### src/rtl/toggle_request_ctrl.sv
// toggle_request_ctrl
// Front end for the JK-based T flip-flop in the toggle chain. It synchronises
// and debounces an asynchronous request line, issues one single-cycle t pulse
// per debounced press, and raises a sticky error when the flip-flop q output
// does not change after a pulse.
//
// Build option: define AUTO_REPEAT_EN to re-fire every REPEAT_CYCLES+2 cycles
// while the request stays held. Without it, each press gives exactly one pulse
// and the repeat counter is not built.
module toggle_request_ctrl #(
    parameter int unsigned DEBOUNCE_CYCLES = 4,
    parameter int unsigned CNT_W           = 8,
    parameter int unsigned REPEAT_CYCLES   = 16
) (
    input  logic clk,
    input  logic reset,
    input  logic btn_in,
    input  logic q_fb,
    input  logic err_clr,
    output logic t_out,
    output logic busy,
    output logic err
);

    typedef enum logic [2:0] {
        IDLE         = 3'd0,
        DEBOUNCE     = 3'd1,
        FIRE         = 3'd2,
        CHECK        = 3'd3,
        WAIT_RELEASE = 3'd4
    } state_t;

    localparam logic [CNT_W-1:0] DEB_TERM = CNT_W'(DEBOUNCE_CYCLES);
    localparam logic [CNT_W-1:0] CNT_ONE  = CNT_W'(1);
    localparam logic [CNT_W-1:0] CNT_MAX  = {CNT_W{1'b1}};

    // Reject configurations the counters cannot represent.
    generate
        if ((DEBOUNCE_CYCLES == 0) || (DEBOUNCE_CYCLES > 255) ||
            (DEBOUNCE_CYCLES >= (64'd1 << CNT_W)) ||
            (REPEAT_CYCLES == 0) || (REPEAT_CYCLES >= (64'd1 << CNT_W))) begin : g_bad_cfg
            $error("toggle_request_ctrl: DEBOUNCE_CYCLES/REPEAT_CYCLES out of range for CNT_W");
        end
    endgenerate

    logic             s1_r;
    logic             btn_s_r;
    state_t           state_r;
    state_t           state_s;
    logic [CNT_W-1:0] cnt_r;
    logic [CNT_W-1:0] cnt_s;
    logic             q_prev_r;
    logic             q_prev_s;
    logic             mismatch_s;
    logic             err_s;
    logic             t_out_r;
    logic             busy_r;
    logic             err_r;

`ifdef AUTO_REPEAT_EN
    // The hold count is compared one below REPEAT_CYCLES because the cycle in
    // which it reaches REPEAT_CYCLES is the one that launches the next FIRE.
    localparam logic [CNT_W-1:0] REP_LAST = CNT_W'(REPEAT_CYCLES - 1);
    logic [CNT_W-1:0] rcnt_r;
    logic [CNT_W-1:0] rcnt_s;
`endif

    // Two-flop synchroniser for the asynchronous request line.
    always_ff @(posedge clk or posedge reset) begin
        if (reset) begin
            s1_r    <= 1'b0;
            btn_s_r <= 1'b0;
        end else begin
            s1_r    <= btn_in;
            btn_s_r <= s1_r;
        end
    end

    // Next-state, counter, capture and error-flag logic.
    always_comb begin
        state_s    = state_r;
        cnt_s      = cnt_r;
        q_prev_s   = q_prev_r;
        mismatch_s = 1'b0;
`ifdef AUTO_REPEAT_EN
        rcnt_s     = rcnt_r;
`endif
        case (state_r)
            IDLE: begin
                if (btn_s_r) begin
                    state_s = DEBOUNCE;
                    cnt_s   = CNT_ONE;
                end else begin
                    cnt_s   = '0;
                end
            end
            DEBOUNCE: begin
                if (!btn_s_r) begin
                    state_s = IDLE;
                    cnt_s   = '0;
                end else if (cnt_r >= DEB_TERM) begin
                    state_s  = FIRE;
                    q_prev_s = q_fb;
                end else if (cnt_r != CNT_MAX) begin
                    cnt_s = cnt_r + CNT_ONE;
                end else begin
                    cnt_s = cnt_r;
                end
            end
            FIRE: begin
                // Pulse already committed; a release here cannot cancel it.
                state_s = CHECK;
            end
            CHECK: begin
                // The flip-flop toggled on the edge that ended FIRE.
                mismatch_s = (q_fb == q_prev_r);
                state_s    = WAIT_RELEASE;
`ifdef AUTO_REPEAT_EN
                rcnt_s     = '0;
`endif
            end
            WAIT_RELEASE: begin
                if (!btn_s_r) begin
                    state_s = IDLE;
`ifdef AUTO_REPEAT_EN
                    rcnt_s  = '0;
`endif
                end else begin
`ifdef AUTO_REPEAT_EN
                    if (rcnt_r >= REP_LAST) begin
                        state_s  = FIRE;
                        q_prev_s = q_fb;
                        rcnt_s   = '0;
                    end else begin
                        rcnt_s = rcnt_r + CNT_ONE;
                    end
`else
                    state_s = WAIT_RELEASE;
`endif
                end
            end
            default: begin
                state_s = IDLE;
                cnt_s   = '0;
            end
        endcase

        // A mismatch seen in CHECK outranks a clear in the same cycle.
        if (mismatch_s) begin
            err_s = 1'b1;
        end else if (err_clr) begin
            err_s = 1'b0;
        end else begin
            err_s = err_r;
        end
    end

    // State, counters and registered outputs; reset aborts any pulse at once.
    always_ff @(posedge clk or posedge reset) begin
        if (reset) begin
            state_r  <= IDLE;
            cnt_r    <= '0;
            q_prev_r <= 1'b0;
            t_out_r  <= 1'b0;
            busy_r   <= 1'b0;
            err_r    <= 1'b0;
`ifdef AUTO_REPEAT_EN
            rcnt_r   <= '0;
`endif
        end else begin
            state_r  <= state_s;
            cnt_r    <= cnt_s;
            q_prev_r <= q_prev_s;
            t_out_r  <= (state_s == FIRE);
            busy_r   <= (state_s != IDLE);
            err_r    <= err_s;
`ifdef AUTO_REPEAT_EN
            rcnt_r   <= rcnt_s;
`endif
        end
    end

    assign t_out = t_out_r;
    assign busy  = busy_r;
    assign err   = err_r;

endmodule

### config.mk
export PLATFORM = sky130hd
export DESIGN_NAME = toggle_request_ctrl
export DESIGN_NICKNAME = d
export VERILOG_FILES = /design/src/rtl/toggle_request_ctrl.sv
export SDC_FILE = /design/constraint.sdc
export NUM_CORES = 1
export LEC_CHECK = 0
export BUFFER_PORTS_ARGS = -buffer_cell sky130_fd_sc_hd__buf_2
export CELL_PAD_IN_SITES_DETAIL_PLACEMENT = 1
export CELL_PAD_IN_SITES_GLOBAL_PLACEMENT = 1
export CORE_MARGIN = 3
export CORE_UTILIZATION = 46
export CTS_BUF_LIST = sky130_fd_sc_hd__clkbuf_4 sky130_fd_sc_hd__clkbuf_8 sky130_fd_sc_hd__clkbuf_16
export DETAILED_ROUTE_END_ITERATION = 6
export PLACE_DENSITY_LB_ADDON = 0.3
export SLEW_MARGIN = 20
export SYNTH_ARGS = -nofsm -noshare
export SYNTH_HDL_FRONTEND = slang
export SYNTH_SLANG_ARGS = --single-unit
### constraint.sdc
create_clock -name clk -period 2.8 [get_ports clk]
set_input_delay 0.42 -clock clk [delete_from_list [all_inputs] [get_ports clk]]
set_output_delay 0.42 -clock clk [all_outputs]
set_load 0.05 [all_outputs]
==> flow_metrics.tcl <==
set metrics [dict create \
    grt_start_max_net_pins 18 \
    vdd_ir_drop_max_mv 0.307 \
    antenna-diode-count 0 \
    synth-edff-count 0 \
    critPathMaxFanout 4 \
    mappedNetlistNets 72 \
    report.final.hold_viol_count 0 \
    io_pins 8 \
    final_antenna_net_count 0 \
    placement.setup.worst_slack_ns 1.15 \
    cap_viol_max_count 0 \
    ys.flop_type "dfrtp_1" \
    tritoncts.num_buffers 3 \
    worst_r2r_startpoint "cnt_r[7]" \
    pwr_density_cell_nw_per_um2 544 \
    timing.final.max_slew_violations 0 \
    drtPass1Iterations 4 \
    first_pass_grt_wire_length_um 2520 \
    cts.path.max_buffers 2 \
    row_count 13 \
    routed-via-count 521 \
    clk_transition_reported_paths_ns 0.10 \
    mappedNetlistArea_sq_um 744 \
    timing.clock.skew_ns 0.000792 \
    setup_viol_count_final 0 \
    cts_setup_buffers 0 \
    min_period_over_period 0.596 \
    syn-mean-instance-area_sq_um 11.5 \
    vias_in_the_first_global_route 540 \
    horiz_die_dim_um 46.2 \
    tightest_slew_ns 0.638 \
    crit-reg2reg-capture "q_prev_r" \
    syn-instance-count 65 \
    ys_types 31 \
    grt.overflow.total 0 \
    cp-endpoint "q_prev_r" \
    critical_path.slowest_cell "or4_4" \
    cp-end-kind "flip-flop" \
    dpl.hpwl_um 1100 \
    outcome "finished clean" \
    async_flop_share 1.00 \
    place.gp.congestion 0.799 \
    fp.dieH_um 46.2 \
    reg2reg_slack_ns 1.13 \
    critical_path.startpoint_type "flip-flop" \
    route.detailed.drc 0 \
    tritoncts "built" \
    port_buffers 7 \
    ys_seq_area_frac 0.571 \
    timing.hold.worst.class "in -> async" \
    cp_data_required_time_ns 2.99 \
    synthToLayoutAreaGrowth_pct 9.24 \
    holdWs_ns 0.192 \
    rr_worst_depth 4 \
    initial_utilization 0.532 \
    static_leakage_nw 0.418 \
    initialDrtViolationCount 7 \
    grt_antenna_before_repair 0 \
    postLayoutSetupSlackWorst_ns 1.13 \
    timing.max_slew.rel_slack 0.574 \
    tritoncts_num_sinks 17 \
    grt_setup_unrepaired "false" \
    coreArea_sq_um 1400 \
    fp.dieArea_sq_um 2140 \
    cp_cell_sequence "or4_4 > o21ai_2 > nor2_1 > mux2_4" \
    finalPower_mw 0.443 \
    slowest_delay_ns 0.57 \
    worst_setup_path_startpoint "cnt_r[7]" \
    final.fill_count 161 \
    number_of_warnings_issued_by_yosys 0 \
    finish.instance_area_sq_um 813 \
    drt-vias-per-instance 5.85 \
    final_nets 82 \
    fmax_mhz 599 \
    timing.setup.critical_path_class "reg -> reg" \
    cell_area_reported_after_detailed_placement_sq_um 786 \
    final_wl_um 1470 \
    global_route.usage.total 0.174 \
    cts_max_level 1 \
    post_cts.resized_instances 0 \
    yosys_register_bits 17 \
    layout.area.seq_sq_um 425 \
    hold_buffers 0 \
    timing.setup.tns_ns 0 \
    root_buffer "clkbuf_4" \
    clock_insertion_delay_worst_skew_ns 0.30 \
    avgRoutedWirePerCell_um 16.5 \
    fin_crit_period_ns 1.67 \
    multi_input_comb_area_sq_um 284 \
    worst_endpoint_data_arrival_time_ns 1.86 \
    post_route_cells_drive_above_1_share 0.270 \
]
[synth_stat cells, types with 2 or more instances]
cell type	instances	area, sq um
nor2_1	3	11.3
inv_1	6	22.5
and2_1	4	25.0
o21ai_0	2	10.0
ha_1	2	25.0
nand2_1	2	7.51
or2_2	2	12.5
nand3b_1	2	15.0
a21oi_1	3	15.0
o22ai_1	2	12.5
dfrtp_1	17	425
[cell usage in the layout, fill, tap and decap left out]
cell type | synthesis | routed
and3b_1 | 1 | 1
buf_2 | 1 | 7
o21ai_2 | 1 | 1
a21oi_1 | 3 | 3
ha_1 | 2 | 2
nand2_1 | 2 | 2
xor2_1 | 1 | 1
nand2b_1 | 1 | 1
or3_1 | 1 | 1
dfrtp_1 | 17 | 17
or4b_2 | 1 | 1
and2_2 | 1 | 1
clkbuf_4 | 0 | 3
or4_4 | 1 | 1
or2_2 | 2 | 2
o21ai_0 | 2 | 2
and2_1 | 4 | 4
nor2_1 | 3 | 3
clkinv_2 | 0 | 1
o22ai_1 | 2 | 2
nor4_1 | 1 | 1
mux2_4 | 1 | 1
or3b_2 | 1 | 1
nor3_1 | 1 | 1
a311oi_1 | 1 | 1
nand3_1 | 1 | 1
o21ai_1 | 1 | 1
o31ai_1 | 1 | 1
inv_1 | 6 | 6
a211oi_2 | 1 | 1
o2bb2ai_1 | 1 | 1
nand3b_1 | 2 | 2
[power by group]
group / total, mW / internal [mW] / switching, mW / leakage [nW]
Combinational: 0.0424 / 0.0177 / 0.0247 / 0.175
Sequential: 0.266 / 0.255 / 0.0106 / 0.225
Clock: 0.134 / 0.0533 / 0.0810 / 0.0177
Total: 0.443 / 0.326 / 0.116 / 0.418
[how the worst min path moves through the flow]
stage	depth (start not counted)	slack [ns]	startpoint	endpoint
detailed placement	0	0.34	s1_r	btn_s_r
global placement	0	0.34	s1_r	btn_s_r
CTS	2	0.20	reset	s1_r
global route	1	0.22	btn_in	s1_r
finish	2	0.19	reset	cnt_r[5]
floorplan	0	0.33	s1_r	btn_s_r
[sequential cells by signal, indices dropped and copies added (netlist names)]
register and cells:
cnt_r 8, state_r 3, btn_s_r 1, busy 1, err 1, q_prev_r 1, s1_r 1, t_out 1
[routing by layer]
layer  track usage  part of all wire
met3        0.0234             0.023
met2         0.272              0.50
met4         0.102             0.027
met1         0.228              0.45
met5             0                 0
[cell families after synthesis]
logic type / after synthesis / synth area share
muxes: 1 / 0.0202
AOI/OAI and AO/OA: 13 / 0.119
xor gates and xnor gates: 1 / 0.0118
DFF: 17 / 0.571
buffers and inverters: 8 / 0.0471
adders and majority gates: 2 / 0.0336
and+or+nand+nor: 23 / 0.197
[stage by stage]
stage          std cells   util
2_1_floorplan         65      -
3_3_place_gp          85  0.562
3_5_place_dp          85  0.562
4_1_cts               89  0.581
5_1_grt               89  0.581
6_report              89  0.581
[critical path: cells and delay by family (launching register included)]
family / cells / cell delay (ns)
DFF: 1 / 0.39
and+or+nand+nor: 2 / 0.67
AOI/OAI and AO/OA: 1 / 0.19
muxes: 1 / 0.32
[area by class of cell]
| type | count | area share |
|---|---|---|
| multi-input cells | 40 | 0.349 |
| clock buffers | 3 | 0.0277 |
| flip-flops and latches | 17 | 0.523 |
| well taps | 15 | 0.0231 |
| clock inverters | 1 | 0.00615 |
| inverters | 6 | 0.0277 |
| repair buffers | 7 | 0.0431 |
Note: power is estimated with default switching activity, not from simulation.
